$ cat config.mk
export PLATFORM = sky130hd
export DESIGN_NAME = controle_mem_dados
export DESIGN_NICKNAME = d
export VERILOG_FILES = /design/src/rtl/controle_mem_dados_pkg.sv /design/src/rtl/controle_mem_dados.sv
export SDC_FILE = /design/constraint.sdc
export NUM_CORES = 1
export LEC_CHECK = 0
export BUFFER_PORTS_ARGS = -buffer_cell sky130_fd_sc_hd__buf_2
export CORE_MARGIN = 4
export CORE_UTILIZATION = 41
export CTS_BUF_LIST = sky130_fd_sc_hd__clkbuf_8
export CTS_CLUSTER_DIAMETER = 30
export DETAILED_ROUTE_END_ITERATION = 12
export GPL_TIMING_DRIVEN = 0
export PLACE_DENSITY = 0.78
export REMOVE_ABC_BUFFERS = 1
export SLEW_MARGIN = 20
export SYNTH_ARGS = -nofsm -noshare
export SYNTH_HDL_FRONTEND = slang
export SYNTH_SLANG_ARGS = --single-unit
$ cat constraint.sdc
create_clock -name clk -period 1.87 [get_ports clk]
set_input_delay 0.561 -clock clk [delete_from_list [all_inputs] [get_ports clk]]
set_output_delay 0.561 -clock clk [all_outputs]
set_load 0.02 [all_outputs]
$ cat src/rtl/controle_mem_dados_pkg.sv
// rtl/controle_mem_dados_pkg.sv - shared constants and FSM state type for the data-memory controller
package controle_mem_dados_pkg;

  localparam int DEPTH  = 64;
  localparam int ADDR_W = 6;
  localparam int DATA_W = 32;
  localparam int MEM_W  = 32;

  typedef enum logic [2:0] {
    S_IDLE,
    S_WRITE,
    S_READ,
    S_ERR,
    S_HALT,
    S_DUMP,
    S_DONE
  } state_t;

endpackage

$ cat src/rtl/controle_mem_dados.sv
// rtl/controle_mem_dados.sv - load/store controller for the 64-word data memory with end-of-program dump
module controle_mem_dados
  import controle_mem_dados_pkg::*;
(
  input  logic              clk,
  input  logic              rst_n,
  input  logic              req_valid,
  output logic              req_ready,
  input  logic              req_we,
  input  logic [MEM_W-1:0]  req_addr,
  input  logic [DATA_W-1:0] req_wdata,
  output logic              resp_valid,
  output logic [DATA_W-1:0] resp_rdata,
  output logic              resp_err,
  input  logic              halt_req,
  input  logic [MEM_W-1:0]  pc_in,
  output logic              mem_write,
  output logic              mem_read,
  output logic [MEM_W-1:0]  mem_posicao,
  output logic [DATA_W-1:0] mem_dados,
  input  logic [DATA_W-1:0] mem_saida,
  output logic              mem_flag_pc,
  output logic [MEM_W-1:0]  mem_end_atual,
  output logic              dump_valid,
  input  logic              dump_ready,
  output logic [ADDR_W-1:0] dump_addr,
  output logic [DATA_W-1:0] dump_data,
  output logic              done
);

  state_t            r_state;
  logic [ADDR_W-1:0] r_idx;
  logic [ADDR_W-1:0] r_cnt;
  logic [DATA_W-1:0] r_wdata;
  logic [DATA_W-1:0] r_resp_rdata;
  logic [MEM_W-1:0]  r_pc;
  logic              r_pend;
  logic              r_resp_valid;
  logic              r_resp_err;

  logic w_in_range;
  logic w_accept;
  logic w_busy;

  assign w_in_range = (req_addr < MEM_W'(DEPTH));
  assign w_busy     = (r_state == S_WRITE) || (r_state == S_READ) || (r_state == S_ERR);
  // rst_n gates the only input-driven path so every output is 0 while in reset
  assign req_ready  = rst_n && (r_state == S_IDLE) && !halt_req && !r_pend;
  assign w_accept   = req_valid && req_ready;

  always_ff @(posedge clk or negedge rst_n) begin
    if (!rst_n) begin
      r_state      <= S_IDLE;
      r_idx        <= '0;
      r_cnt        <= '0;
      r_wdata      <= '0;
      r_resp_rdata <= '0;
      r_pc         <= '0;
      r_pend       <= 1'b0;
      r_resp_valid <= 1'b0;
      r_resp_err   <= 1'b0;
    end else begin
      r_resp_valid <= 1'b0;
      r_resp_err   <= 1'b0;
      r_resp_rdata <= '0;
      if (halt_req && w_busy) begin
        r_pend <= 1'b1;
      end
      case (r_state)
        S_IDLE: begin
          if (halt_req || r_pend) begin
            r_state <= S_HALT;
            r_pc    <= pc_in;
            r_pend  <= 1'b0;
          end else if (w_accept) begin
            r_idx   <= req_addr[ADDR_W-1:0];
            r_wdata <= req_wdata;
            if (!w_in_range)  r_state <= S_ERR;
            else if (req_we)  r_state <= S_WRITE;
            else              r_state <= S_READ;
          end
        end
        S_WRITE: begin
          r_state      <= S_IDLE;
          r_resp_valid <= 1'b1;
        end
        S_READ: begin
          r_state      <= S_IDLE;
          r_resp_valid <= 1'b1;
          r_resp_rdata <= mem_saida;
        end
        S_ERR: begin
          r_state      <= S_IDLE;
          r_resp_valid <= 1'b1;
          r_resp_err   <= 1'b1;
        end
        S_HALT: begin
          r_state <= S_DUMP;
          r_cnt   <= '0;
        end
        S_DUMP: begin
          if (dump_ready) begin
            if (r_cnt == ADDR_W'(DEPTH - 1)) r_state <= S_DONE;
            else                             r_cnt   <= r_cnt + 1'b1;
          end
        end
        S_DONE:  r_state <= S_DONE;
        default: r_state <= S_IDLE;
      endcase
    end
  end

  assign resp_valid    = r_resp_valid;
  assign resp_err      = r_resp_err;
  assign resp_rdata    = r_resp_rdata;
  assign mem_write     = (r_state == S_WRITE);
  assign mem_read      = (r_state == S_READ) || (r_state == S_DUMP);
  assign mem_posicao   = ((r_state == S_WRITE) || (r_state == S_READ)) ? MEM_W'(r_idx) :
                         (r_state == S_DUMP) ? MEM_W'(r_cnt) : '0;
  assign mem_dados     = (r_state == S_WRITE) ? r_wdata : '0;
  assign mem_flag_pc   = (r_state == S_HALT);
  assign mem_end_atual = (r_state == S_HALT) ? r_pc : '0;
  assign dump_valid    = (r_state == S_DUMP);
  assign dump_addr     = (r_state == S_DUMP) ? r_cnt : '0;
  assign dump_data     = (r_state == S_DUMP) ? mem_saida : '0;
  assign done          = (r_state == S_DONE);

endmodule

==> metrics.txt, run 1 <==
Reg2Reg Setup Slack -200 ps; status finished with violations; CTS buffer count 17; drt first-iter violations 167; IO Pins 308; Sw Pwr 4.971 mW; commonest non-fill, non-tap cells in the layout buf_2, dfrtp_1, buf_6; initial core utilization 42.59%; DIE AREA 15290 um2; drt total wl 19100 um; Synth Area in Compound Gates 3.057%; placeable core area 12880 um2; Post-Synthesis Cells 468; share of post-route cells with drive strength above 1 66.54%; largest net degree at the start of global routing 67; register area share after synthesis 52.02%; Pwr per Cell Area 1507 nW/um2; Combinational Power Share 55.4%; Worst VDD drop 605.4 uV; CTS tree built; Final Skew 6.827 ps; failing checks negative setup slack; clock network power share 16.1%; HPWL Detailed 10870 um; f_max 0.4247 GHz; Layout Nets 934; register clock-pin slew on the reported worst setup and hold paths 70 ps; Pre-Repair DR Iteration Count 4; vias in the first global route 4882; post-route worst setup slack -484.5 ps; #FFs+latches synth 114; chip height 123.7 um; CP Capture Type output port; H-tree Lvls 4; RSZ-0062 raised after global routing yes; placed cells 894; Crit Path Class reg -> out; main area contributors after synthesis dfrtp_1, and2_1, mux2_2, mux2_4, and3_1; Root Driver clkbuf_8; DRC Markers 0; max capacitance violation total 0; total gr overflow 0; synthesized area 5484 um2; cell leakage power 4.776 nW; width of the die 123.7 um; average size of a mapped cell 11.72 um2; GR Util All Layers 23.52%; mux contribution to synthesized area 17.04%; Synth Area in Adders 0.4107%; Fillers 881; crit path time final 2355 ps; required time of the critical path 1310 ps; global-route wire length before repair 26850 um; Netlist cell types 44; Hold WC Path Type in -> async; post-synth top area share 52.02%; Cell Int Power 8.664 mW; main combinational cell family by area after synthesis simple AND/OR/NAND/NOR gates; Sequential Area 2859 um2; DR WL/cell 19.43 um; final hold vios 0; num rows 41; Slew Viols, Final 0; Synth-to-Final Area Change 64.93%; average vias per placed instance 4.969; initial antenna violation count 1; xor/xnor share of the synthesized area 0%; Hold WS 27.76 ps; Post-Synth Simple-Gate Area 20.74%; switch share 36.46%; startpoint type of the worst setup path flop; final cell count without fillers 983; Post-synth EDFFs 0; Final Cycle Share 125.9%; Setup Viol. Count Final 184; Vias 4885; total power 13.64 mW; DP Worst Slack -800.9 ps; Top FF cell, synth dfrtp_1; commonest non-fill, non-tap cell in the layout buf_2; Sequential Power Share 28.5%; Routability Congestion 0.7919; area leader, netlist dfrtp_1; multi-input logic area 2823 um2; critical-path maximum fanout 6; clock buffer depth 2; YS warnings 0; worst-skew pair later-pin latency 430 ps; share of flip-flops with an asynchronous set or reset 100.0%; critical path arrival 1790 ps; # clock sinks 114; Port Buffers 281; DRT antenna net count 0
-- sequential cells by signal, summed over array words and instances, names as in the netlist --
name	flops
r_idx	6
resp_err	1
resp_rdata	32
r_state	3
r_pc	32
resp_valid	1
r_cnt	6
r_pend	1
r_wdata	32
-- worst max-delay path, stage by stage (launching register included) --
cell and delay, ps:
dfrtp_2 450, buf_6 130, nor2_4 100, buf_12 140, buf_12 120, clkbuf_16 130
and3_4 170, buf_6 110
-- power by group through the flow --
stage | clock network, mW | logic [mW] | registers, mW
after floorplan | 0 | 2.77 | 3.92
after global placement | 0 | 4.20 | 3.90
after detailed placement | 0 | 4.52 | 3.86
after CTS | 2.25 | 7.01 | 3.77
after global routing | 2.36 | 7.95 | 3.97
final | 2.20 | 7.55 | 3.89
-- kinds of logic (layout without fill, tap and decap cells) --
| group | count (synthesis) | after routing |
|---|---|---|
| mux | 77 | 77 |
| simple gates | 190 | 197 |
| compound gates | 25 | 25 |
| flops | 114 | 114 |
| fa+ha+maj | 2 | 2 |
| buf+inv | 59 | 369 |
| other cells | 1 | 27 |
-- area by class of cell --
class	count	area share (%)
antenna	1	0.02767
clock buffer	20	3.043
clock inverter	10	1.051
inverter	2	0.1660
multi-input combinational	327	31.21
sequential	114	31.61
tap	172	2.379
timing repair buffer	337	30.52
-- cells in the mapped netlist, drive strengths merged, types with 6 or more instances --
library cell    n
nand3           7
clkbuf         18
a21oi           6
nor2           12
o21ai           7
and2          103
dfrtp         114
mux2i           6
nand2          13
buf            39
and3           35
mux2           71
-- through the flow --
stage / util, % / cell area, um2 / setup TNS [ps]
finish: 70.25 / 9045 / -54040
global route: 70.25 / 9045 / -67480
CTS: 67.64 / 8710 / -60050
detailed placement: 54.13 / 6970 / -86840
global placement: 53.13 / 6842 / -554640
floorplan: - / 5220 / -145600
-- metal layers --
| metal | vias to the layer above | track usage [%] | wire, um |
|---|---|---|---|
| li1 | 2218 | - | - |
| met1 | 2377 | 27.09 | 7292 |
| met2 | 241 | 40.52 | 9889 |
| met3 | 49 | 6.131 | 1264 |
| met4 | 0 | 11.49 | 651 |
| met5 | - | 0 | 0 |
-- timing repair --
item,in CTS,in global routing
setup buffers,39,5
pin swaps,34,22
hold buffers,0,0
resized for setup,238,90
cloned,14,1
endpoints found under the setup margin,156,187
-- path summary, 6_finish.rpt --
path | end | start | cells after the start
worst max-delay path | mem_end_atual[17] | r_state[1]$_DFFE_PN0P_ | 7
worst min-delay path | r_pc[15]$_DFFE_PN0P_ | rst_n | 1
worst max register to register | r_wdata[12]$_DFFE_PN0P_ | r_state[1]$_DFFE_PN0P_ | 8
worst min register to register | r_pc[4]$_DFFE_PN0P_ | r_pc[4]$_DFFE_PN0P_ | 1
max in group asynchronous | r_state[0]$_DFFE_PN0P_ | rst_n | 2
min in group clk | resp_rdata[24]$_DFF_PN0_ | mem_saida[24] | 2
(Power assumes the default switching activity.)
==> inputs of run 2 (changes only) <==
- BUFFER_PORTS_ARGS: -buffer_cell sky130_fd_sc_hd__buf_2 -> default
- CORE_AREA: default -> 4 4 116 118
- CORE_MARGIN: 4 -> default
- CORE_UTILIZATION: 41 -> default
- DIE_AREA: default -> 0 0 120 122
- DONT_BUFFER_PORTS: default -> 1
- PLACE_DENSITY: 0.78 -> default
==> run 2 against run 1 <==
  * The flow finishes with violations (negative hold slack, negative setup slack)
  * Global-route usage shrank 2.1 points
  * Flip-flop and latch count did not move
  * Clock skew grew 2.8 ps
  * Sequential share of layout area is 7.8 points higher
  * Combinational power down 20%
  * Register-to-register slack worse by 70 ps
  * Die area is 4.3% lower
  * Non-clock buffer count down 270
  * Power decreased by 9.6%
==> metrics.txt, run 2 (same netlist as run 1, synthesis figures left out) <==
initial core utilization 43.99%; average vias per placed instance 5.349; post-layout util 58.22%; Hold WC Path Type in -> async; f_max 0.4428 GHz; IO Pins 308; critical path arrival 1700 ps; crit path time final 2258 ps; Crit Path Class reg -> out; chip height 122 um; switch share 36.73%; max capacitance violation total 0; initial antenna violation count 0; total gr overflow 0; Hold WS -177.0 ps; Pwr per Cell Area 1699 nW/um2; cell leakage power 3.453 nW; register clock-pin slew on the reported worst setup and hold paths 60 ps; vias in the first global route 4035; DRC Markers 0; status finished with violations; n_diodes 0; Combinational Power Share 49.1%; placed cells 612; worst r2r src r_state[2]$_DFFE_PN0P_; commonest non-fill, non-tap cells in the layout dfrtp_1, and2_4, mux2_2; startpoint type of the worst setup path flop; required time of the critical path 1310 ps; DIE AREA 14640 um2; # clock sinks 114; Worst VDD drop 713.1 uV; final cell count without fillers 716; Fillers 991; Vias 3830; HPWL Detailed 9447 um; global-route wire length before repair 23400 um; total power 12.33 mW; Sequential Area 2859 um2; DP Worst Slack -591.4 ps; Routability Congestion 0.7129; Slew Viols, Final 0; Layout Nets 667; final hold vios 114; largest net degree at the start of global routing 119; Cell Int Power 7.803 mW; Final Cycle Share 120.8%; commonest non-fill, non-tap cell in the layout dfrtp_1; Critical Path Start r_state[1]$_DFFE_PN0P_; Final Skew 9.667 ps; drt total wl 16720 um; Sw Pwr 4.529 mW; Pre-Repair DR Iteration Count 4; num rows 41; Synth-to-Final Area Change 32.33%; share of post-route cells with drive strength above 1 56.43%; clock network power share 18.0%; Sequential Power Share 32.9%; DR WL/cell 23.35 um; CP Capture Type output port; failing checks negative hold slack, negative setup slack; drt first-iter violations 122; CTS tree built; post-route worst setup slack -388.2 ps; Reg2Reg Setup Slack -270 ps; multi-input logic area 2969 um2; H-tree Lvls 4; placeable core area 12470 um2; RSZ-0062 raised after global routing yes; Setup Viol. Count Final 184; worst-skew pair later-pin latency 440 ps; critical-path maximum fanout 12; normalized max-slew margin 57.10%; Root Driver clkbuf_8; Worst-Margin Slew 642.8 ps; clock buffer depth 2; width of the die 120 um; Port Buffers 0; DRT antenna net count 0; GR Util All Layers 21.43%; CTS buffer count 17
## run 2: changes by cell type in the layout (fill, tap and decap cells not counted), moves of 5 or more
cell / change
buf_6: -83
and3_4: +8
buf_16: -5
buf_2: -176
and3_1: -8
and2_1: -28
and2_4: +28
buf_4: -7
## run 2: timing repair
action,CTS,global route
pin swaps,52,26
endpoints found under the setup margin,180,186
gates resized for setup,231,46
hold endpoints to repair,114,114
buffers inserted,37,18
gates cloned,12,7
## run 2: power groups by stage
stage | Combinational, mW | Sequential, mW | Clock (mW)
global route | 6.40 | 4.17 | 2.38
CTS | 5.46 | 4.03 | 2.26
global placement | 3.20 | 4.12 | 0
detailed placement | 3.52 | 4.06 | 0
finish | 6.05 | 4.06 | 2.22
floorplan | 2.77 | 3.92 | 0
## run 2: critical path, stage by stage (launching register included)
cell and delay (ps):
dfrtp_2 470, buf_6 170, nor2_4 130, buf_12 130, buf_16 130, and3_4 230
## run 2: final cells by class
class	count	area share, %
multi-input cells	330	40.91
flip-flops and latches	114	39.40
repair buffers	67	11.19
clock buffers	24	4.552
well taps	172	2.966
clock inverters	7	0.7759
inverters	2	0.2069
## run 2: through the flow
stage,area [um2],hold WS (ps),TNS [ps]
floorplan,5220,265.4,-145600
global placement,5435,268.2,-339870
detailed placement,5544,268.2,-49740
CTS,6910,-215.6,-41110
global route,7257,-217.8,-64730
finish,7257,-177.0,-53040
## run 2: final timing paths
path | to | cells past startpoint
min in group clk | resp_rdata[8]$_DFF_PN0_ | 1
setup reg to reg | r_wdata[11]$_DFFE_PN0P_ | 9
setup / recovery | mem_end_atual[14] | 5
hold / removal | r_pc[3]$_DFFE_PN0P_ | 0
max in group asynchronous | r_state[2]$_DFFE_PN0P_ | 0
hold reg to reg | r_wdata[29]$_DFFE_PN0P_ | 1
## run 2: routing by layer
layer / vias to the layer above / global-route usage, % / part of all wire, %
met5: - / 0 / 0
met4: 0 / 9.091 / 2.1
met3: 29 / 8.589 / 8.4
met2: 216 / 37.55 / 53
met1: 1902 / 22.99 / 36
li1: 1683 / - / -
==> inputs of run 3 (changes only) <==
- SKIP_CTS_REPAIR_TIMING: default -> 1
==> run 3 against run 2 <==
  * The flow still finishes with violations (negative hold slack, negative setup slack)
  * Global-route usage fell by 4.1 points
  * Clock skew rose by 0.88 ps
  * Critical endpoint is now mem_dados[15]
  * Critical path type unchanged
  * Sequential share of layout area rose by 0.75 points
  * Largest cell class unchanged
  * Cell count fell by 0.84%
  * Routed wire length fell by 1.4%
==> metrics.txt, run 3 (same netlist as run 1, synthesis figures left out) <==
max capacitance violation total 0; Critical Path Slowest Stage Cell dfrtp_2; Placement Cell Area 5544 um2; CP Capture Type output port; Top Family by Delay on Critical Path simple AND/OR/NAND/NOR gates; Final Cycle Share 122.0%; Worst VDD drop 770.0 uV; drt first-iter violations 175; Worst-Margin Slew 576.7 ps; Vias 3789; final cell count without fillers 710; GR Util All Layers 17.38%; width of the die 120 um; WP buf/inv 2; Crit Path Class reg -> out; total gr overflow 0; post-route cell area 7121 um2; average vias per placed instance 5.337; CP Cell Sequence nand2b_4, nor2_4, buf_12, buf_12, and2_4; normalized max-slew margin 61.51%; placeable core area 12470 um2; Setup Viol. Count Final 165; f_max 0.4384 GHz; Port Buffers 0; CTS buffer count 17; cell leakage power 3.382 nW; critical path arrival 1720 ps; Slew Viols, Final 0; failing checks negative hold slack, negative setup slack; drt total wl 16490 um; placed cells 612; post-route worst setup slack -411.3 ps; required time of the critical path 1310 ps; status finished with violations; largest net degree at the start of global routing 118; vias in the first global route 3404; num rows 41; Fillers 1007; Final Skew 10.55 ps; H-tree Lvls 4; slowest stage delay, CP 470 ps; Synth-to-Final Area Change 29.84%; register clock-pin slew on the reported worst setup and hold paths 60 ps; # clock sinks 114; HPWL Detailed 9447 um; DRT antenna net count 0; Hold WC Path Type in -> async; critical path's most frequent cell buf_12; critical-path maximum fanout 8; DR WL/cell 23.22 um; Routability Congestion 0.7129; setup_tns -37520 ps; DIE AREA 14640 um2; Root Driver clkbuf_8; crit path time final 2281 ps; Pre-Repair DR Iteration Count 4; n_diodes 0; initial core utilization 43.99%; Hold WS -169.6 ps; commonest non-fill, non-tap cell in the layout dfrtp_1; Layout Nets 661; Pwr per Cell Area 1698 nW/um2; initial antenna violation count 0; chip height 122 um; share of post-route cells with drive strength above 1 55.39%; clock buffer depth 2; commonest non-fill, non-tap cells in the layout dfrtp_1, and2_4, mux2_2; worst-skew pair later-pin latency 430 ps; IO Pins 308; CTS tree built; final hold vios 114; startpoint type of the worst setup path flop; global-route wire length before repair 19180 um; DRC Markers 0; RSZ-0062 raised after global routing yes
-- run 3: cell type report --
cell class / count / area, um2 / area share (%)
Sequential cell: 114 / 2859 / 40.15
Inverter: 2 / 15.01 / 0.2109
Clock inverter: 7 / 56.30 / 0.7907
Tap cell: 172 / 215.2 / 3.022
Timing Repair Buffer: 60 / 710.7 / 9.981
Clock buffer: 24 / 330.3 / 4.639
Multi-Input combinational cell: 331 / 2934 / 41.21
-- run 3: final timing paths --
| check | from | endpoint | slack, ps | cells past startpoint |
|---|---|---|---|---|
| worst max-delay path | r_state[1]$_DFFE_PN0P_ | mem_dados[15] | -410 | 5 |
| worst min-delay path | rst_n | r_pc[3]$_DFFE_PN0P_ | -170 | 0 |
| worst max register to register | r_state[1]$_DFFE_PN0P_ | r_pc[11]$_DFFE_PN0P_ | -50 | 7 |
| worst min register to register | r_wdata[23]$_DFFE_PN0P_ | r_wdata[23]$_DFFE_PN0P_ | 500 | 1 |
| max in group asynchronous | rst_n | resp_rdata[17]$_DFF_PN0_ | 1800 | 0 |
| min in group clk | mem_saida[15] | resp_rdata[15]$_DFF_PN0_ | 260 | 1 |
-- run 3: metrics by stage --
step | util (%) | power, mW | setup WS, ps | hold slack, ps
finish | 57.12 | 12.09 | -411.3 | -169.6
global route | 57.12 | 12.69 | -490.5 | -224.2
CTS | 47.58 | 9.819 | -1088 | -215.9
detailed placement | 44.47 | 7.588 | -591.4 | 268.2
global placement | 43.60 | 7.317 | -2190 | 268.2
floorplan | - | 6.692 | -1238 | 265.4
-- run 3: power breakdown --
part | switching (mW) | total (mW) | internal [mW]
Combinational | 2.84 | 5.81 | 2.96
Clock | 0.941 | 2.21 | 1.27
Sequential | 0.732 | 4.08 | 3.34
-- run 3: routing by layer --
layer	vias up	track usage, %	wire [um]
li1	1670	-	-
met1	1861	18.76	5813
met2	230	30.24	8966
met3	28	7.149	1327
met4	0	7.230	380
met5	-	0	0
